--- src/rtl/fetch_decode_buffer.sv ---
// Fetch-to-decode pipeline register: pairs an opcode word with its trailing
// immediate word and presents one packet per instruction to decode.
//
// state  | meaning
// FIRST  | expecting an opcode word
// SECOND | opcode held, expecting its immediate word
module fetch_decode_buffer #(
  parameter int IMM_FLAG_BIT = 0
) (
  input  logic        clk,
  input  logic        rst,
  input  logic        fetch_valid,
  input  logic [15:0] fetch_instruction,
  input  logic [31:0] fetch_pc,
  input  logic        stall,
  input  logic        flush,
  output logic        decode_valid,
  output logic [15:0] decode_instruction,
  output logic [15:0] decode_immediate,
  output logic [31:0] decode_pc,
  output logic [31:0] decode_next_pc,
  output logic        waiting_immediate,
  output logic [15:0] issued_count
);

  typedef enum logic {FIRST, SECOND} state_t;

  state_t      state;
  logic [15:0] held_instruction;
  logic [31:0] held_pc;

  always_ff @(posedge clk or posedge rst) begin
    if (rst) begin
      state              <= FIRST;
      held_instruction   <= '0;
      held_pc            <= '0;
      decode_valid       <= 1'b0;
      decode_instruction <= '0;
      decode_immediate   <= '0;
      decode_pc          <= '0;
      decode_next_pc     <= '0;
      issued_count       <= '0;
    end else if (flush) begin
      // flush wins over stall; presented fields other than valid are left as-is
      state        <= FIRST;
      decode_valid <= 1'b0;
    end else if (!stall) begin
      case (state)
        FIRST: begin
          if (!fetch_valid) begin
            decode_valid <= 1'b0;
          end else if (fetch_instruction[IMM_FLAG_BIT]) begin
            held_instruction <= fetch_instruction;
            held_pc          <= fetch_pc;
            state            <= SECOND;
            decode_valid     <= 1'b0;
          end else begin
            decode_instruction <= fetch_instruction;
            decode_immediate   <= '0;
            decode_pc          <= fetch_pc;
            decode_next_pc     <= fetch_pc + 32'd1;
            decode_valid       <= 1'b1;
            issued_count       <= issued_count + 16'd1;
          end
        end
        SECOND: begin
          // the immediate word's flag bit is data, not a marker
          if (!fetch_valid) begin
            decode_valid <= 1'b0;
          end else begin
            decode_instruction <= held_instruction;
            decode_immediate   <= fetch_instruction;
            decode_pc          <= held_pc;
            decode_next_pc     <= held_pc + 32'd2;
            decode_valid       <= 1'b1;
            issued_count       <= issued_count + 16'd1;
            state              <= FIRST;
          end
        end
        default: state <= FIRST;
      endcase
    end
  end

  assign waiting_immediate = (state == SECOND);

endmodule
--- config.mk ---
export PLATFORM = sky130hd
export DESIGN_NAME = fetch_decode_buffer
export DESIGN_NICKNAME = d
export VERILOG_FILES = /design/src/rtl/fetch_decode_buffer.sv
export SDC_FILE = /design/constraint.sdc
export NUM_CORES = 1
export LEC_CHECK = 0
export CAP_MARGIN = 20
export CORE_AREA = 3 3 125 127
export DETAILED_ROUTE_END_ITERATION = 10
export DIE_AREA = 0 0 128 130
export PLACE_DENSITY = 0.83
export SLEW_MARGIN = 30
export SYNTH_ARGS = -nofsm -noshare
export SYNTH_HDL_FRONTEND = slang
export SYNTH_SLANG_ARGS = --single-unit
--- constraint.sdc ---
create_clock -name clk -period 8.9 [get_ports clk]
set_input_delay 0.89 -clock clk [delete_from_list [all_inputs] [get_ports clk]]
set_output_delay 0.89 -clock clk [all_outputs]
set_load 0.01 [all_outputs]
==> results.json, run 1 <==
{
  "n_antenna_cell": 0,
  "drt-wirelength-per-cell_microns": 18.5,
  "ctsRootBufferMaster": "clkbuf_16",
  "dp_hpwl_microns": 14100,
  "grt_pass1_vias": 6556,
  "cts.sinks": 162,
  "finalWeightedCongestion": 0.932,
  "num-nets-final": 993,
  "cts_setup_buffers": 0,
  "hp-class": "register to register",
  "worstPathArrival_ps": 2530,
  "async_flop_share_pct": 100,
  "intPower_mw": 1.75,
  "drt_wl_total_microns": 21000,
  "die_height_microns": 130,
  "coreArea_sq_um": 14500,
  "dr.first_iter.drc_count": 557,
  "grt_pass1_wl_microns": 33800,
  "dpl_cell_area_sq_um": 9860,
  "final-setup-viol-count": 0,
  "p_per_area_nw_per_um2": 230,
  "fin_area_sq_um": 10600,
  "syn_avg_cell_area_sq_um": 10.2,
  "worstSetupPathType": "register to output port",
  "timing.fmax_ghz": 0.292,
  "antenna_left": 0,
  "ys_top_cells_by_count": "162 x dfrtp_1, 135 x nand2_1, 68 x o21ai_0",
  "grt_start_max_net_pins": 101,
  "vias": 6627,
  "synth.top_cell.area_share_pct": 49.9,
  "post-route-period-util_pct": 38.4,
  "crit_path_end_kind": "output port",
  "final_max_slew_viol_count": 0,
  "fin_crit_ps": 3420,
  "syn_to_final_growth_pct": 30.1,
  "synth_edf_count": 0,
  "crit_fanout": 62,
  "p_leak_nw": 4.39,
  "power_switching_mw": 0.673,
  "synth_seq_cells": 162,
  "grt_remaining_overflow": 0,
  "ctsHoldBuffers": 0,
  "synthTopCellsByArea": "dfrtp_1 50%, mux2i_1 6.7%, mux2_2 6.2%",
  "netSwitchingFraction_pct": 27.7,
  "start_util_pct": 55.9,
  "final-hold-violation-count": 0,
  "syn_area_sq_um": 8120,
  "post-route-util_pct": 72.7,
  "cts_made_buffers": 17,
  "clk_pin_slew_ps": 70,
  "ir_drop_v": 0.000126,
  "track_usage_pct": 25.6,
  "final.setup.tns_ps": 0,
  "syn_inst": 798,
  "seqPwrFrac_pct": 42.3,
  "drive_gt1_share_pct": 10.5,
  "ys_warn_count": 0,
  "status": "finished clean",
  "p_clk_share_pct": 35.9,
  "cap_violations": 0,
  "vias_per_cell": 5.84,
  "ioPinCount": 167,
  "synth_most_common_cell": "dfrtp_1",
  "die_w_microns": 128,
  "synth_cell_types": 50,
  "startpoint_type": "register",
  "antenna_found_initial": 0,
  "num_rows": 44,
  "finalClockSkew_ps": 9.35,
  "numPortBuffers": 166,
  "power_mw": 2.43,
  "clk_path_buf_depth": 2,
  "drc_errors": 0,
  "seq_area_frac_synth_pct": 49.9,
  "h-tree-depth": 4,
  "drtPass1Iterations": 5,
  "yosys.area.top_type": "dfrtp_1",
  "cts.repair.resized": 0,
  "pwr-share-comb_pct": 21.8,
  "synth_top_flop_cell": "dfrtp_1",
  "synth.net_count": 854,
  "tightest_slew_ps": 872,
  "die_area_sq_um": 16600,
  "cp_data_required_time_ps": 8010,
  "rsz0062_at_grt": "no",
  "cts_tree": "built",
  "relSlewSlack_pct": 41.8,
  "clk_latency_ps": 430
}
## power groups by stage
stage / Sequential, mW / Clock, mW / Combinational (mW)
2_1_floorplan: 1.03 / 0 / 0.231
3_3_place_gp: 1.03 / 0 / 0.516
3_5_place_dp: 1.03 / 0 / 0.531
4_1_cts: 1.02 / 0.878 / 0.536
5_1_grt: 1.05 / 0.912 / 0.579
6_report: 1.03 / 0.872 / 0.530
## worst paths after layout
| check | startpoint | to | slack [ps] | cells after the start |
|---|---|---|---|---|
| max | waiting_immediate | waiting_immediate | 5480 | 2 |
| min | decode_immediate[7] | decode_immediate[7] | 470 | 2 |
| max reg2reg | waiting_immediate | decode_next_pc[19] | 5720 | 5 |
| min reg2reg | decode_immediate[7] | decode_immediate[7] | 470 | 2 |
| max in group asynchronous | rst | held_pc[8] | 6630 | 3 |
| min in group asynchronous | rst | issued_count[11] | 1000 | 2 |
## cell usage in the layout (no fill, tap or decap), drive strengths merged, types with 4 or more instances in the layout
| cell type | n |
|---|---|
| or3 | 4 |
| and3 | 6 |
| nand4 | 28 |
| a221o | 8 |
| inv | 11 |
| mux2 | 45 |
| mux2i | 54 |
| o21ai | 68 |
| xnor2 | 40 |
| and4 | 9 |
| clkdlybuf4s50 | 166 |
| nor3 | 21 |
| clkbuf | 20 |
| o221ai | 5 |
| nand3 | 50 |
| dfrtp | 162 |
| xor2 | 23 |
| nand2 | 135 |
| bufinv | 7 |
| nor4 | 11 |
| buf | 6 |
| a21oi | 10 |
| nor2 | 23 |
| nand2b | 4 |
## critical path, cell delays in order, from the launching register on
cell and delay, ps:
dfrtp_4 640, buf_4 750, clkdlybuf4s50_1 680
## flip-flops by register name, indices dropped and copies added, names as in the netlist
| signal | cells |
|---|---|
| held_instruction | 16 |
| issued_count | 16 |
| decode_instruction | 16 |
| held_pc | 32 |
| decode_immediate | 16 |
| waiting_immediate | 1 |
| decode_valid | 1 |
| decode_next_pc | 32 |
| decode_pc | 32 |
## per-layer routing
layer	track usage (%)	up-vias	routed length, microns
met4	8.49	0	351
met2	40.6	257	9920
met5	0	-	0
met1	35.1	3230	9200
met3	6.14	33	1490
li1	-	3107	-
## cell type report
| type | instances | area (sq um) |
|---|---|---|
| clock inverters | 12 | 249 |
| clock buffers | 20 | 457 |
| fillers | 1051 | 3970 |
| flip-flops and latches | 162 | 4060 |
| multi-input cells | 576 | 3830 |
| well taps | 184 | 230 |
| inverters | 8 | 37.5 |
| repair buffers | 172 | 1710 |
## stage by stage
| stage | std cells | setup slack, ps | hold WS, ps |
|---|---|---|---|
| after floorplan | 798 | 3630 | 434 |
| after global placement | 1102 | 5470 | 450 |
| after detailed placement | 1102 | 5370 | 456 |
| after CTS | 1134 | 5470 | 472 |
| after global routing | 1134 | 5390 | 484 |
| final | 1134 | 5480 | 467 |
## cells by family after synthesis
| group | share of synthesized area [%] |
|---|---|
| and+or+nand+nor | 18.8 |
| AOI/OAI and AO/OA | 8.03 |
| buffers and inverters | 3.10 |
| xor gates and xnor gates | 6.80 |
| adders and majority gates | 0.462 |
| muxes | 12.9 |
| DFF | 49.9 |
No activity file was read; power rests on OpenSTA's default activity.
==> inputs of run 2 (changes only) <==
- CORE_AREA: 3 3 125 127 -> 3 3 136 138
- DIE_AREA: 0 0 128 130 -> 0 0 139 141
- PLACE_DENSITY: 0.83 -> 0.74
- clock period: 8.9 -> 3 ns (I/O delays scaled with it)
==> run 2 against run 1 <==
Effect of this change: clock skew is 2.8 ps higher; sequential share of layout area shrank 0.42 points; global-route usage is 3.5 points lower; critical path type is now register to register.
==> results.json, run 2 (synthesis gave the netlist of run 1 again) <==
{
  "num_rows": 48,
  "vias": 6701,
  "ioPinCount": 167,
  "grt_remaining_overflow": 0,
  "final-hold-violation-count": 0,
  "grt_start_max_net_pins": 64,
  "grt_pass1_vias": 6654,
  "clk_latency_ps": 430,
  "worstSetupPathType": "register to register",
  "fin_area_sq_um": 10700,
  "drt_wl_total_microns": 21400,
  "crit_buf_inv": 0,
  "p_leak_nw": 4.44,
  "crit_family": "simple AND/OR/NAND/NOR gates",
  "vias_per_cell": 5.62,
  "ctsHoldBuffers": 0,
  "antenna_left": 0,
  "use_met3_pct": 6.14,
  "final_cell_mix": "166 x clkdlybuf4s50_1, 161 x dfrtp_1, 134 x nand2_1, 68 x o21ai_0, 54 x mux2i_1",
  "fin_crit_ps": 2440,
  "relSlewSlack_pct": 55.8,
  "dpl_cell_area_sq_um": 10100,
  "final_common_cell": "clkdlybuf4s50_1",
  "finalWeightedCongestion": 0.944,
  "clk_path_buf_depth": 2,
  "cts_made_buffers": 17,
  "n_antenna_cell": 0,
  "track_usage_pct": 22.1,
  "final-setup-viol-count": 0,
  "die_area_sq_um": 19600,
  "dp_hpwl_microns": 15100,
  "cap_violations": 0,
  "antenna_found_initial": 0,
  "cts.repair.resized": 0,
  "post-route-period-util_pct": 81.5,
  "ctsRootBufferMaster": "clkbuf_16",
  "ir_drop_v": 0.000411,
  "num-nets-final": 1010,
  "drt-wirelength-per-cell_microns": 17.9,
  "cts_setup_buffers": 0,
  "final_max_slew_viol_count": 0,
  "die_height_microns": 141,
  "die_w_microns": 139,
  "numPortBuffers": 166,
  "slowest_delay_ps": 720,
  "drive_gt1_share_pct": 12.1,
  "drtPass1Iterations": 5,
  "start_util_pct": 46.9,
  "tightest_slew_ps": 662,
  "grt_pass1_wl_microns": 35300,
  "status": "finished clean",
  "reg_top3": "decode_next_pc (32), decode_pc (32), held_pc (32)",
  "final.setup.tns_ps": 0,
  "grt_use_met1_pct": 30.4,
  "worstPathCellList": "ha_1 -> nand4_1 -> or4_1 -> or3_1 -> a21oi_1 -> a221o_2",
  "cts_tree": "built",
  "hp-class": "input port to asynchronous set/reset pin",
  "finalClockSkew_ps": 12.1,
  "worstPathArrival_ps": 2800,
  "cp_data_required_time_ps": 3360,
  "power_mw": 6.86,
  "coreArea_sq_um": 17300,
  "grt-busiest-layer": "met2",
  "drc_errors": 0,
  "p_per_area_nw_per_um2": 642,
  "grtUsageMet2_pct": 34.6,
  "h-tree-depth": 4,
  "startpoint_type": "register",
  "rsz0062_at_grt": "no",
  "timing.fmax_ghz": 0.409,
  "syn_to_final_growth_pct": 31.6,
  "crit_path_end_kind": "register",
  "crit_fanout": 7,
  "clk_pin_slew_ps": 60,
  "cts.sinks": 162,
  "dr.first_iter.drc_count": 596,
  "critPathSlowestCell": "or4_1"
}
[run 2: worst paths after layout]
path                                           from             endpoint  slack (ps)  depth (start not counted)
worst min-delay path                            rst    waiting_immediate         330                          2
worst min register to register  decode_immediate[6]  decode_immediate[6]         460                          2
max in group asynchronous                       rst          held_pc[11]        1880                          3
worst max register to register           held_pc[1]   decode_next_pc[21]         560                          6
min in group clk                decode_immediate[6]  decode_immediate[6]         460                          2
worst max-delay path                     held_pc[1]   decode_next_pc[21]         560                          6
[run 2: power breakdown]
part	leakage, nW	total [mW]	internal (mW)	switching (mW)
clock	0.305	2.24	1.36	0.887
combinational	2.10	1.59	0.908	0.682
sequential	2.04	3.03	2.61	0.414
total	4.44	6.86	4.88	1.98
[run 2: metrics by stage]
step / cells / utilization, % / setup WS, ps / hold slack (ps)
after floorplan: 798 / - / 643 / 366
after global placement: 1160 / 58.2 / 314 / 449
after detailed placement: 1160 / 58.2 / 214 / 455
after CTS: 1192 / 61.8 / 557 / 341
after global routing: 1192 / 61.8 / 398 / 354
final: 1192 / 61.8 / 556 / 328
[run 2: metal layers]
metal | vias up | routed length (microns)
met3 | 21 | 1660
li1 | 3146 | -
met1 | 3297 | 9450
met2 | 237 | 9990
met4 | 0 | 292
met5 | - | 0
[run 2: worst register-to-register path, delay by kind of cell, from the launching register on]
kind,cells,cell delay [ps]
adders and majority gates,1,250
and+or+nand+nor,3,1350
DFF,1,450
AOI/OAI and AO/OA,2,320
[run 2: layout make-up]
cell class,count,area (sq um)
Clock inverter,12,154
Fill cell,1444,6610
Inverter,8,33.8
Sequential cell,162,4060
Timing Repair Buffer,189,1870
Clock buffer,20,457
Tap cell,225,282
Multi-Input combinational cell,576,3830
